$ cat config.mk
export PLATFORM = sky130hd
export DESIGN_NAME = latch_write_ctrl
export DESIGN_NICKNAME = d
export VERILOG_FILES = /design/src/rtl/latch_ctrl_pkg.sv /design/src/rtl/latch_write_ctrl_phase_timer.sv /design/src/rtl/latch_write_ctrl.sv
export SDC_FILE = /design/constraint.sdc
export NUM_CORES = 1
export LEC_CHECK = 0
export ABC_AREA = 1
export ABC_CLOCK_PERIOD_IN_PS = 3200
export BUFFER_PORTS_ARGS = -buffer_cell sky130_fd_sc_hd__buf_2
export CORE_MARGIN = 10
export CORE_UTILIZATION = 57
export CTS_CLUSTER_DIAMETER = 150
export DETAILED_ROUTE_END_ITERATION = 6
export PLACE_DENSITY_LB_ADDON = 0.25
export SLEW_MARGIN = 25
export SYNTH_ARGS = -nofsm -noshare
export SYNTH_HDL_FRONTEND = slang
export SYNTH_SLANG_ARGS = --single-unit
$ cat constraint.sdc
create_clock -name clk -period 3.2 [get_ports clk]
set_clock_uncertainty 0.15 [all_clocks]
set_input_delay 0.32 -clock clk [delete_from_list [all_inputs] [get_ports clk]]
set_output_delay 0.32 -clock clk [all_outputs]
set_load 0.01 [all_outputs]
$ cat src/rtl/latch_ctrl_pkg.sv
// Shared types and widths for the latch write controller.
// Holds the FSM state encoding and counter widths.
package latch_ctrl_pkg;

  localparam int CNT_W  = 8;
  localparam int WCNT_W = 16;

  typedef enum logic [2:0] {
    IDLE,
    SETUP,
    PULSE,
    HOLD,
    CHECK
  } state_t;

endpackage

$ cat src/rtl/latch_write_ctrl_phase_timer.sv
// Loadable down-counter timing one write phase.
// Ports: load/load_val set the count, zero flags terminal count.
module phase_timer
  import latch_ctrl_pkg::*;
(
  input  logic             clk,
  input  logic             rst_n,
  input  logic             load,
  input  logic [CNT_W-1:0] load_val,
  output logic             zero
);

  logic [CNT_W-1:0] cnt_q;

  always_ff @(posedge clk or negedge rst_n) begin
    if (!rst_n) begin
      cnt_q <= '0;
    end else if (load) begin
      cnt_q <= load_val;
    end else if (cnt_q != '0) begin
      cnt_q <= cnt_q - 1'b1;
    end
  end

  assign zero = (cnt_q == '0);

endmodule

$ cat src/rtl/latch_write_ctrl.sv
// Stream-to-latch-bank write sequencer with readback check.
// Ports: in_* stream, lat_* latch bank, busy/done/err/wr_cnt status.
module latch_write_ctrl
  import latch_ctrl_pkg::*;
#(
  parameter int WIDTH     = 8,
  parameter int SETUP_CYC = 2,
  parameter int PULSE_CYC = 1,
  parameter int HOLD_CYC  = 1
) (
  input  logic              clk,
  input  logic              rst_n,
  input  logic              in_valid,
  input  logic [WIDTH-1:0]  in_data,
  output logic              in_ready,
  output logic [WIDTH-1:0]  lat_i,
  output logic              lat_en,
  input  logic [WIDTH-1:0]  lat_q,
  output logic              busy,
  output logic              done,
  output logic              err,
  output logic [WCNT_W-1:0] wr_cnt
);

  localparam int CMAX = 2**CNT_W - 1;

  if (SETUP_CYC < 1 || SETUP_CYC > CMAX ||
      PULSE_CYC < 1 || PULSE_CYC > CMAX ||
      HOLD_CYC  < 1 || HOLD_CYC  > CMAX) begin : g_bad_param
    $error("latch_write_ctrl: phase counts must be 1..255");
  end

  localparam logic [CNT_W-1:0] SETUP_LD = CNT_W'(SETUP_CYC - 1);
  localparam logic [CNT_W-1:0] PULSE_LD = CNT_W'(PULSE_CYC - 1);
  localparam logic [CNT_W-1:0] HOLD_LD  = CNT_W'(HOLD_CYC - 1);

  state_t             state_q;
  state_t             state_d;
  logic               ld;
  logic [CNT_W-1:0]   ld_val;
  logic               zero;
  logic               accept;
  logic [WIDTH-1:0]   lat_i_q;
  logic               en_q;
  logic               done_q;
  logic               err_q;
  logic [WCNT_W-1:0]  wr_cnt_q;

  phase_timer u_timer (
    .clk      (clk),
    .rst_n    (rst_n),
    .load     (ld),
    .load_val (ld_val),
    .zero     (zero)
  );

  always_comb begin
    state_d = state_q;
    ld      = 1'b0;
    ld_val  = '0;
    accept  = 1'b0;
    unique case (state_q)
      IDLE: begin
        if (in_valid) begin
          accept  = 1'b1;
          state_d = SETUP;
          ld      = 1'b1;
          ld_val  = SETUP_LD;
        end
      end
      SETUP: begin
        if (zero) begin
          state_d = PULSE;
          ld      = 1'b1;
          ld_val  = PULSE_LD;
        end
      end
      PULSE: begin
        if (zero) begin
          state_d = HOLD;
          ld      = 1'b1;
          ld_val  = HOLD_LD;
        end
      end
      HOLD: begin
        if (zero) state_d = CHECK;
      end
      CHECK: state_d = IDLE;
      default: state_d = IDLE;
    endcase
  end

  // Enable is registered from the next state so the latch sees a
  // clean flop output aligned exactly with the PULSE phase.
  always_ff @(posedge clk or negedge rst_n) begin
    if (!rst_n) begin
      state_q  <= IDLE;
      lat_i_q  <= '0;
      en_q     <= 1'b0;
      done_q   <= 1'b0;
      err_q    <= 1'b0;
      wr_cnt_q <= '0;
    end else begin
      state_q <= state_d;
      en_q    <= (state_d == PULSE);
      done_q  <= (state_q == CHECK);
      if (accept) lat_i_q <= in_data;
      if (state_q == CHECK) begin
        wr_cnt_q <= wr_cnt_q + 1'b1;
        if (lat_q != lat_i_q) err_q <= 1'b1;
      end
    end
  end

  assign in_ready = (state_q == IDLE);
  assign busy     = (state_q != IDLE);
  assign lat_i    = lat_i_q;
  assign lat_en   = en_q;
  assign done     = done_q;
  assign err      = err_q;
  assign wr_cnt   = wr_cnt_q;

endmodule

==> flow_summary_export.csv, run 1 <==
group,metric,value,unit
synth,postSynthAreaPerCell,7.752,um^2
finish,final_util,69.03,%
timing,hold_viol_final,0,
die,rows,21,
synth,yosysWarningCount,0,
clocking,cts-root-buf,"clkbuf_4",
finish,final_cell_mix,"nand2_1, buf_2, dfrtp_1",
routing,vias_per_cell,4.888,
synth,syn-num-nets,283,
placement,dpl.hpwl,3.430,mm
power,switchingPower,0.5955,mW
routing,vias,1750,
synth,yosysUniqueCellTypes,26,
global_routing,track_usage,15.05,%
job,max_cap_violations,0,
finish,drive_gt1_share,20.83,%
finish,multi_input_area,932.1,um^2
clocking,clk_path_buf_depth,2,
clocking,htree_num_levels,2,
die,io_pins,48,
finish,n_fill_cell,285,
power,p_comb_share,37.9,%
die,die_h,79.58,um
global_routing,grt_overflow_total,0,
finish,mostFrequentLayoutCell,"nand2_1",
die,initial_core_util,59.69,%
die,die_area,6332,um^2
routing,drtAntennaViolNets,0,
finish,fin_nets,334,
timing,finalSetupViolCount,0,
status,status,"complete, no violations",
die,core_area,3390,um^2
global_routing,grt_pass1_vias,1761,
synth,synth_cells,261,
critical_path,cp_data_arrival_time,2160,ps
timing,fin_tns_setup,0,ps
timing,worstMarginPinSlew,827.7,ps
min_path,hold_class,"in -> reg",
global_routing,antenna_found_initial,0,
timing,maxSlewViolCount,0,
global_routing,grt_max_degree,39,
critical_path,crit_required,3300,ps
finish,regArea,950.9,um^2
critical_path,cp-end-kind,"flop",
clocking,clk-insertion-delay-late,340,ps
timing,rsz0062_at_grt,"false",
placement,portBuffers,47,
clocking,cts_tree,"built",
timing,timing.fmax,485.3,MHz
critical_path,path_max_fanout,11,
routing,drc,0,
power,p_clk_share,15.2,%
clocking,clkSinkCount,38,
die,die_w,79.58,um
clocking,cts_made_buffers,5,
timing,period_share,64.39,%
routing,dr.pass1.iters,4,
power,switching_share,39.25,%
clocking,path_clk_slew,110,ps
routing,routedWlPerCell,12.73,um
synth,seq_area_frac_synth,47.00,%
critical_path,start_kind,"flop",
global_routing,grt_pass1_wl,7.721,mm
synth,ys.flop_type,"dfrtp_1",
routing,dr.first_iter.drc_count,84,
routing,wirelength,4.556,mm
timing,slew_headroom,44.82,%
synth,synth_edf_count,0,
finish,num_antenna_cells,0,
power,ir_worst_vdd,469.3,uV
synth,ys_seq_elements,38,
synth,async_flop_share,100.0,%
finish,areaGrowthSynthToFinish,15.65,%
power,p_int,0.9216,mW
synth,syn_area,2023,um^2
timing,fin_crit,2061,ps
placement,place_congestion,0.8037,
power,p_leak,1.274,nW
critical_path,critPathKind,"reg -> reg",
power,power_frac_seq,46.8,%
power,p_per_area,648.4,nW/um^2
[path summary, 6_finish.rpt]
check                                startpoint                      endpoint  slack (ps)  depth (start not counted)
max                        state_q[1]$_DFF_PN0_        wr_cnt[14]$_DFFE_PN0P_        1140                          8
min                                  in_data[5]          lat_i[5]$_DFFE_PN0P_          20                          3
max reg2reg                state_q[1]$_DFF_PN0_        wr_cnt[14]$_DFFE_PN0P_        1140                          8
min reg2reg                     err$_DFFE_PN0P_               err$_DFFE_PN0P_         320                          2
max in group asynchronous                 rst_n          lat_i[2]$_DFFE_PN0P_        1920                          2
min in group asynchronous                 rst_n  u_timer.cnt_q[7]$_DFFE_PN0P_         450                          2
[power groups by stage]
stage                     Combinational (mW)  Sequential [mW]  Clock, mW
final                                  0.575            0.710      0.231
after global routing                   0.664            0.724      0.259
after CTS                              0.585            0.710      0.239
after detailed placement               0.580            0.715          0
after global placement                 0.562            0.711          0
after floorplan                        0.397            0.725          0
[cell families after synthesis]
logic type	share of synthesized area (%)
simple gates	33.40
fa+ha+maj	1.855
compound gates	2.164
flops	47.00
buf+inv	6.926
xor+xnor	8.658
[layer usage]
layer  share of wire (%)  global-route usage (%)  up-vias  wire [um]
met5                   0                       0        -          0
met2                  49                   26.21       41       2233
li1                    -                       -      890          -
met1                  43                   15.76      811       1946
met3                 6.7                   6.419        8        307
met4                 1.5                   5.376        0         69
[registers in the layout (all words and copies together) (netlist names)]
register / cells
done: 1
wr_cnt: 16
u_timer.cnt_q: 8
state_q: 3
lat_en: 1
err: 1
lat_i: 8
[layout make-up]
class | count | area share, %
clock buffer | 7 | 1.925
inverter | 29 | 4.652
multi-input combinational | 190 | 39.84
sequential | 38 | 40.64
tap | 46 | 2.460
timing repair buffer | 48 | 10.48
[Yosys cell counts (all sizes together) (3+ instances only)]
| cell type | number | area, um^2 |
|---|---|---|
| nand2 | 101 | 389.1 |
| dfrtp | 38 | 950.9 |
| nor2 | 37 | 153.9 |
| inv | 29 | 108.9 |
| xnor2 | 12 | 105.1 |
| nand3 | 9 | 50.05 |
| xor2 | 8 | 70.07 |
| nor3 | 5 | 36.29 |
| o21ai | 5 | 25.02 |
| buf | 4 | 31.27 |
| nand4 | 4 | 25.02 |
| ha | 3 | 37.54 |
[per-stage QoR]
| step | hold slack, ps | cell area, um^2 | cells | power (mW) | setup slack, ps |
|---|---|---|---|---|---|
| after global routing | 26.18 | 2340 | 358 | 1.646 | 974.8 |
| after CTS | 7.793 | 2340 | 358 | 1.534 | 1161 |
| final | 16.29 | 2340 | 358 | 1.517 | 1139 |
| after floorplan | -125.6 | 2023 | 261 | 1.121 | 1730 |
| after global placement | 296.5 | 2285 | 350 | 1.273 | 1310 |
| after detailed placement | 305.1 | 2285 | 350 | 1.295 | 1177 |
[worst max-delay path: stages, from the launching register on]
cell	delay [ps]
dfrtp_1	420
inv_1	120
nand3_1	400
inv_1	420
nand2_1	110
nor2_2	150
nand3_1	80
nand2_1	70
inv_1	40
[repair_timing]
action	4_1_cts	5_1_grt
resized for setup	0	0
setup buffers	0	0
hold buffers	1	0
setup endpoints to repair	0	0
endpoints found under the hold margin	38	0
(Power assumes the default switching activity.)
==> run 2: changes to the inputs <==
Settings changed: ABC_CLOCK_PERIOD_IN_PS 3200 to 1700, CORE_UTILIZATION 57 to 48.
Clock period 3.2 ns to 1.7 ns, I/O delays scaled along.
==> run 2 against run 1 <==
Flip-flop and latch count unchanged. First-iteration DRC count shrank 25%. Combinational power increased by 97%. Maximum frequency grew 31%. Sequential power up 87%. Count of clock-buffer cells in the layout is the same. Critical path depth rose by 1. Register-to-register slack worse by 1000 ps. Cell area is 7.2% higher. Die area rose by 14%. Core utilization decreased by 6.8 points. Largest power group unchanged. Hold slack gained 110 ps.
==> flow_summary_export.csv, run 2 (synthesis gave the netlist of run 1 again) <==
group,metric,value,unit
finish,largest_reg_flops,16,
clocking,cts_tree,"built",
power,switchingPower,1.139,mW
timing,slew_headroom,68.38,%
clocking,cts_setup_buffers,0,
power,p_comb_share,37.3,%
global_routing,grt_pass1_vias,1767,
critical_path,rr_worst_depth,9,
placement,place_ws,48.49,ps
finish,final_util,62.27,%
die,core_area,4029,um^2
power,p_clk_share,18.8,%
timing,finalSetupViolCount,0,
critical_path,critPathKind,"reg -> reg",
finish,fin_nets,348,
timing,fin_ws,131.7,ps
timing,worstMarginPinSlew,474.4,ps
die,die_area,7211,um^2
routing,drtAntennaViolNets,0,
global_routing,grt_pass1_wl,7.845,mm
finish,mostFrequentLayoutCell,"nand2_1",
power,switching_share,37.47,%
finish,n_fill_cell,367,
timing,maxSlewViolCount,0,
critical_path,path_cells,"inv_1, ha_1, nand2_1, nor2_4, nand2_1, nand2_4, nor2_1, nand2_1, nand2_1",
global_routing,grt_overflow_total,0,
die,rows,23,
routing,vias_per_cell,4.569,
power,finalPower,3.039,mW
routing,dr.pass1.iters,4,
clocking,clk_path_buf_depth,2,
placement,dpl.hpwl,3.322,mm
timing,hold_slack,123.6,ps
die,die_h,84.92,um
routing,wirelength,4.483,mm
routing,routedWlPerCell,11.92,um
power,p_per_area,1212,nW/um^2
die,die_w,84.92,um
routing,drc,0,
finish,areaGrowthSynthToFinish,24.00,%
critical_path,critPathSlowestCell,"dfrtp_1",
min_path,hold_class,"in -> reg",
finish,num_antenna_cells,0,
timing,fin_tns_setup,0,ps
clocking,cts_made_buffers,5,
finish,final_cell_mix,"nand2_1, buf_2, dfrtp_1",
critical_path,crit_top_cell,"nand2_1",
critical_path,path_max_fanout,7,
critical_path,slowest_delay,390,ps
critical_path,cp_data_arrival_time,1600,ps
global_routing,track_usage,13.05,%
critical_path,cp-end-kind,"flop",
routing,dr.first_iter.drc_count,63,
die,initial_core_util,50.22,%
timing,hold_viol_final,0,
clocking,path_clk_slew,70,ps
power,ir_worst_vdd,786.8,uV
timing,timing.fmax,637.6,MHz
power,power_frac_seq,43.9,%
min_path,hold_depth,7,
timing,rsz0062_at_grt,"false",
job,max_cap_violations,0,
status,status,"complete, no violations",
critical_path,start_kind,"flop",
placement,place_congestion,0.8109,
global_routing,antenna_found_initial,0,
clocking,clk-insertion-delay-late,280,ps
clocking,htree_num_levels,2,
power,p_leak,1.351,nW
timing,fin_crit,1568,ps
critical_path,rrSetupSlack,130,ps
routing,vias,1718,
timing,period_share,92.26,%
clocking,clkSinkCount,38,
placement,portBuffers,47,
power,p_int,1.900,mW
clocking,cts-root-buf,"clkbuf_8",
global_routing,grt_max_degree,39,
critical_path,crit_required,1730,ps
die,io_pins,48,
finish,drive_gt1_share,22.09,%
[run 2: cell count changes in the layout (fill, tap and decap cells not counted)]
cell	previous run	this run
buf_4	0	6
dlygate4sd3_1	1	9
nor2_1	31	30
clkbuf_4	5	0
nor2_4	0	1
clkbuf_8	0	5
[run 2: layer usage]
metal,vias to the layer above,wire length [um],global-route usage (%)
met1,766,2159,16.08
met5,-,0,0
met3,4,207,4.780
met4,0,33,3.593
met2,29,2083,20.93
li1,919,-,-
[run 2: per-stage QoR]
stage	cell area, um^2	std cells
finish	2509	376
floorplan	2023	261
CTS	2501	376
global placement	2335	360
global route	2509	376
detailed placement	2335	360
[run 2: area by class of cell]
class	count	area (um^2)	share of cell area [%]
Sequential cell	38	950.9	37.91
Multi-Input combinational cell	190	939.7	37.46
Timing Repair Buffer	62	370.4	14.76
Inverter	29	108.9	4.339
Clock buffer	7	76.32	3.042
Tap cell	50	62.56	2.494
[run 2: timing repair]
item	in CTS	in global routing
hold buffers	9	0
gates resized for setup	0	2
hold endpoints to repair	46	0
endpoints found under the setup margin	0	3
[run 2: power groups by stage]
stage          Clock, mW  Combinational (mW)  Sequential (mW)
2_1_floorplan          0               0.747             1.36
3_3_place_gp           0                1.10             1.34
3_5_place_dp           0                1.12             1.34
4_1_cts            0.593                1.14             1.33
5_1_grt            0.630                1.30             1.37
6_report           0.573                1.13             1.33
[run 2: worst max-delay path, delay by kind of cell, from the launching register on]
family | cells | cell delay [ps]
adders and majority gates | 1 | 160
buffers and inverters | 1 | 130
DFF | 1 | 390
and+or+nand+nor | 7 | 630
[run 2: path summary, 6_finish.rpt]
path                                         startpoint                           end
max                        u_timer.cnt_q[0]$_DFFE_PN0P_  u_timer.cnt_q[0]$_DFFE_PN0P_
min                                            lat_q[2]               err$_DFFE_PN0P_
max reg2reg                u_timer.cnt_q[0]$_DFFE_PN0P_  u_timer.cnt_q[0]$_DFFE_PN0P_
min reg2reg                             err$_DFFE_PN0P_               err$_DFFE_PN0P_
max in group asynchronous                         rst_n         wr_cnt[5]$_DFFE_PN0P_
min in group asynchronous                         rst_n          lat_i[6]$_DFFE_PN0P_
==> run 3: changes to the inputs <==
Settings changed: ABC_AREA 1 to default, CELL_PAD_IN_SITES_DETAIL_PLACEMENT from default to 0, CELL_PAD_IN_SITES_GLOBAL_PLACEMENT from default to 1, CORE_UTILIZATION 48 to 36.
==> run 3 against run 2 <==
The flow now finishes with violations (setup timing). Flip-flop and latch count is the same. Critical endpoint is now u_timer.cnt_q[2]$_DFFE_PN0P_. Total power grew 25%. Sequential share of layout area shrank 1.9 points. Combinational power grew 47%. Count of clock-buffer cells in the layout shrank 1.
==> flow_summary_export.csv, run 3 <==
group,metric,value,unit
synth,ys_seq_elements,38,
synth,synth_cells,161,
timing,slew_headroom,67.13,%
placement,dpl.hpwl,3.325,mm
power,p_per_area,1439,nW/um^2
min_path,hold_class,"in -> reg",
routing,drc,0,
critical_path,rrSetupSlack,-60,ps
critical_path,cp-startpoint,"u_timer.cnt_q[0]$_DFFE_PN0P_",
routing,wirelength,4.542,mm
synth,syn_area,1833,um^2
routing,drtAntennaViolNets,0,
routing,dr.pass1.iters,4,
finish,fin_nets,272,
power,finalPower,3.799,mW
timing,fin_ws,-61.40,ps
placement,place_congestion,0.7615,
critical_path,rr_worst_depth,6,
finish,areaGrowthSynthToFinish,44.03,%
critical_path,cp_data_arrival_time,1780,ps
timing,period_share,103.6,%
die,core_area,4817,um^2
placement,portBuffers,47,
global_routing,grt_pass1_vias,1616,
critical_path,cp-end-kind,"flop",
synth,netlist_top_cells_count,"dfrtp_1, xnor2_1, nand2_1",
die,rows,25,
synth,yosysTopAreaCell,"dfrtp_1",
critical_path,critPathCapture,"u_timer.cnt_q[2]$_DFFE_PN0P_",
die,die_h,91.36,um
synth,postSynthAreaPerCell,11.39,um^2
global_routing,grt_max_degree,39,
synth,yosysUniqueCellTypes,38,
critical_path,start_kind,"flop",
global_routing,grt_pass1_wl,7.596,mm
critical_path,r2r_end,"u_timer.cnt_q[2]$_DFFE_PN0P_",
timing,rsz0062_at_grt,"true",
die,die_w,91.36,um
power,p_comb_share,43.8,%
clocking,clkSinkCount,38,
die,io_pins,48,
routing,vias_per_cell,4.688,
finish,num_antenna_cells,0,
synth,synthMostInstantiatedCell,"dfrtp_1",
critical_path,path_max_fanout,6,
synth,yosysTopAreaCellShare,51.88,%
synth,ys.flop_type,"dfrtp_1",
synth,synth.area.top_cells,"dfrtp_1, xnor2_1, mux2_2",
finish,drive_gt1_share,45.20,%
power,switchingPower,1.273,mW
clocking,cts_tree,"built",
timing,worstMarginPinSlew,493.1,ps
global_routing,track_usage,11.01,%
synth,yosysWarningCount,0,
timing,hold_viol_final,0,
power,power_frac_seq,35.8,%
global_routing,grt_overflow_total,0,
synth,async_flop_share,100.0,%
power,ir_worst_vdd,713.9,uV
critical_path,crit_required,1720,ps
timing,hold_slack,91.79,ps
clocking,clk-insertion-delay-late,280,ps
job,max_cap_violations,0,
status,violations,"setup timing",
power,p_leak,1.310,nW
clocking,path_clk_slew,70,ps
routing,vias,1486,
timing,fin_crit,1761,ps
routing,routedWlPerCell,14.33,um
die,initial_core_util,38.05,%
power,switching_share,33.50,%
power,p_clk_share,20.5,%
die,die_area,8346,um^2
finish,largest_reg_flops,16,
synth,synth_edf_count,0,
synth,seq_area_frac_synth,51.88,%
global_routing,antenna_found_initial,0,
synth,syn-num-nets,183,
critical_path,r2r-start,"u_timer.cnt_q[0]$_DFFE_PN0P_",
status,status,"complete, but fails checks",
finish,final_cell_mix,"buf_2, dfrtp_1, buf_4",
finish,mostFrequentLayoutCell,"buf_2",
timing,finalSetupViolCount,7,
clocking,cts_made_buffers,5,
clocking,clk_path_buf_depth,2,
critical_path,critPathKind,"reg -> reg",
clocking,cts-root-buf,"clkbuf_8",
timing,timing.fmax,567.7,MHz
routing,dr.first_iter.drc_count,52,
finish,n_fill_cell,433,
timing,maxSlewViolCount,0,
clocking,htree_num_levels,2,
power,p_int,2.526,mW
run 3: kinds of logic (layout without fill, tap and decap cells):
family	after synthesis	count (layout)	synth area share, %
AND/OR/NAND/NOR	57	57	18.50
flip-flops	38	38	51.88
XOR/XNOR	24	24	11.47
AO/OA/AOI/OAI	15	15	4.983
multiplexers	13	13	7.714
buffers and inverters	11	100	3.413
adder cells (fa/ha/maj)	3	3	2.048
run 3: area by class of cell:
class | instances | area, um^2 | share of cell area (%)
flip-flops and latches | 38 | 950.9 | 36.02
multi-input cells | 112 | 895.9 | 33.93
repair buffers | 87 | 574.3 | 21.75
well taps | 67 | 83.83 | 3.175
clock buffers | 6 | 82.58 | 3.128
clock inverters | 1 | 30.03 | 1.137
inverters | 6 | 22.52 | 0.8531
run 3: worst max-delay path, stage by stage, from the launching register on:
cell	delay, ps
dfrtp_1	390
inv_2	80
ha_4	130
nor4b_4	300
nand4b_1	230
o22ai_4	280
nor2_1	90
run 3: repair_timing:
item | CTS | global route
setup endpoints to repair | 17 | 28
pin swaps | 0 | 2
hold buffers | 9 | 0
buffers inserted | 3 | 8
endpoints found under the hold margin | 46 | 0
gates resized for setup | 4 | 6
run 3: worst min-delay path by stage:
stage	start	end	slack, ps	cells past startpoint
5_1_grt	lat_q[2]	err$_DFFE_PN0P_	120	5
2_1_floorplan	rst_n	done$_DFF_PN0_	-280	0
3_5_place_dp	rst_n	wr_cnt[10]$_DFFE_PN0P_	110	2
6_report	lat_q[2]	err$_DFFE_PN0P_	90	5
3_3_place_gp	rst_n	u_timer.cnt_q[7]$_DFFE_PN0P_	90	2
4_1_cts	lat_q[2]	err$_DFFE_PN0P_	90	5
run 3: power groups by stage:
stage	clock [mW]	combinational [mW]	sequential (mW)
4_1_cts	0.797	1.59	1.36
3_3_place_gp	0	1.46	1.35
6_report	0.777	1.66	1.36
2_1_floorplan	0	0.850	1.42
5_1_grt	0.828	1.84	1.39
3_5_place_dp	0	1.50	1.37
run 3: through the flow:
stage | area (um^2) | worst slack, ps | util [%] | std cells | setup TNS (ps)
2_1_floorplan | 1873 | -52.84 | - | 161 | -682.1
3_3_place_gp | 2315 | -18.32 | 48.05 | 290 | -18.32
3_5_place_dp | 2315 | -74.99 | 48.05 | 290 | -587.7
4_1_cts | 2556 | -64.03 | 53.06 | 309 | -320.6
5_1_grt | 2640 | -177.9 | 54.81 | 317 | -1690
6_report | 2640 | -61.40 | 54.81 | 317 | -265.7
run 3: per-layer routing:
layer	vias to the layer above	track usage, %	wire, um
met3	5	5.021	393
met4	0	4.308	48
met5	-	0	0
met1	706	11.78	1882
li1	730	-	-
met2	45	18.56	2217
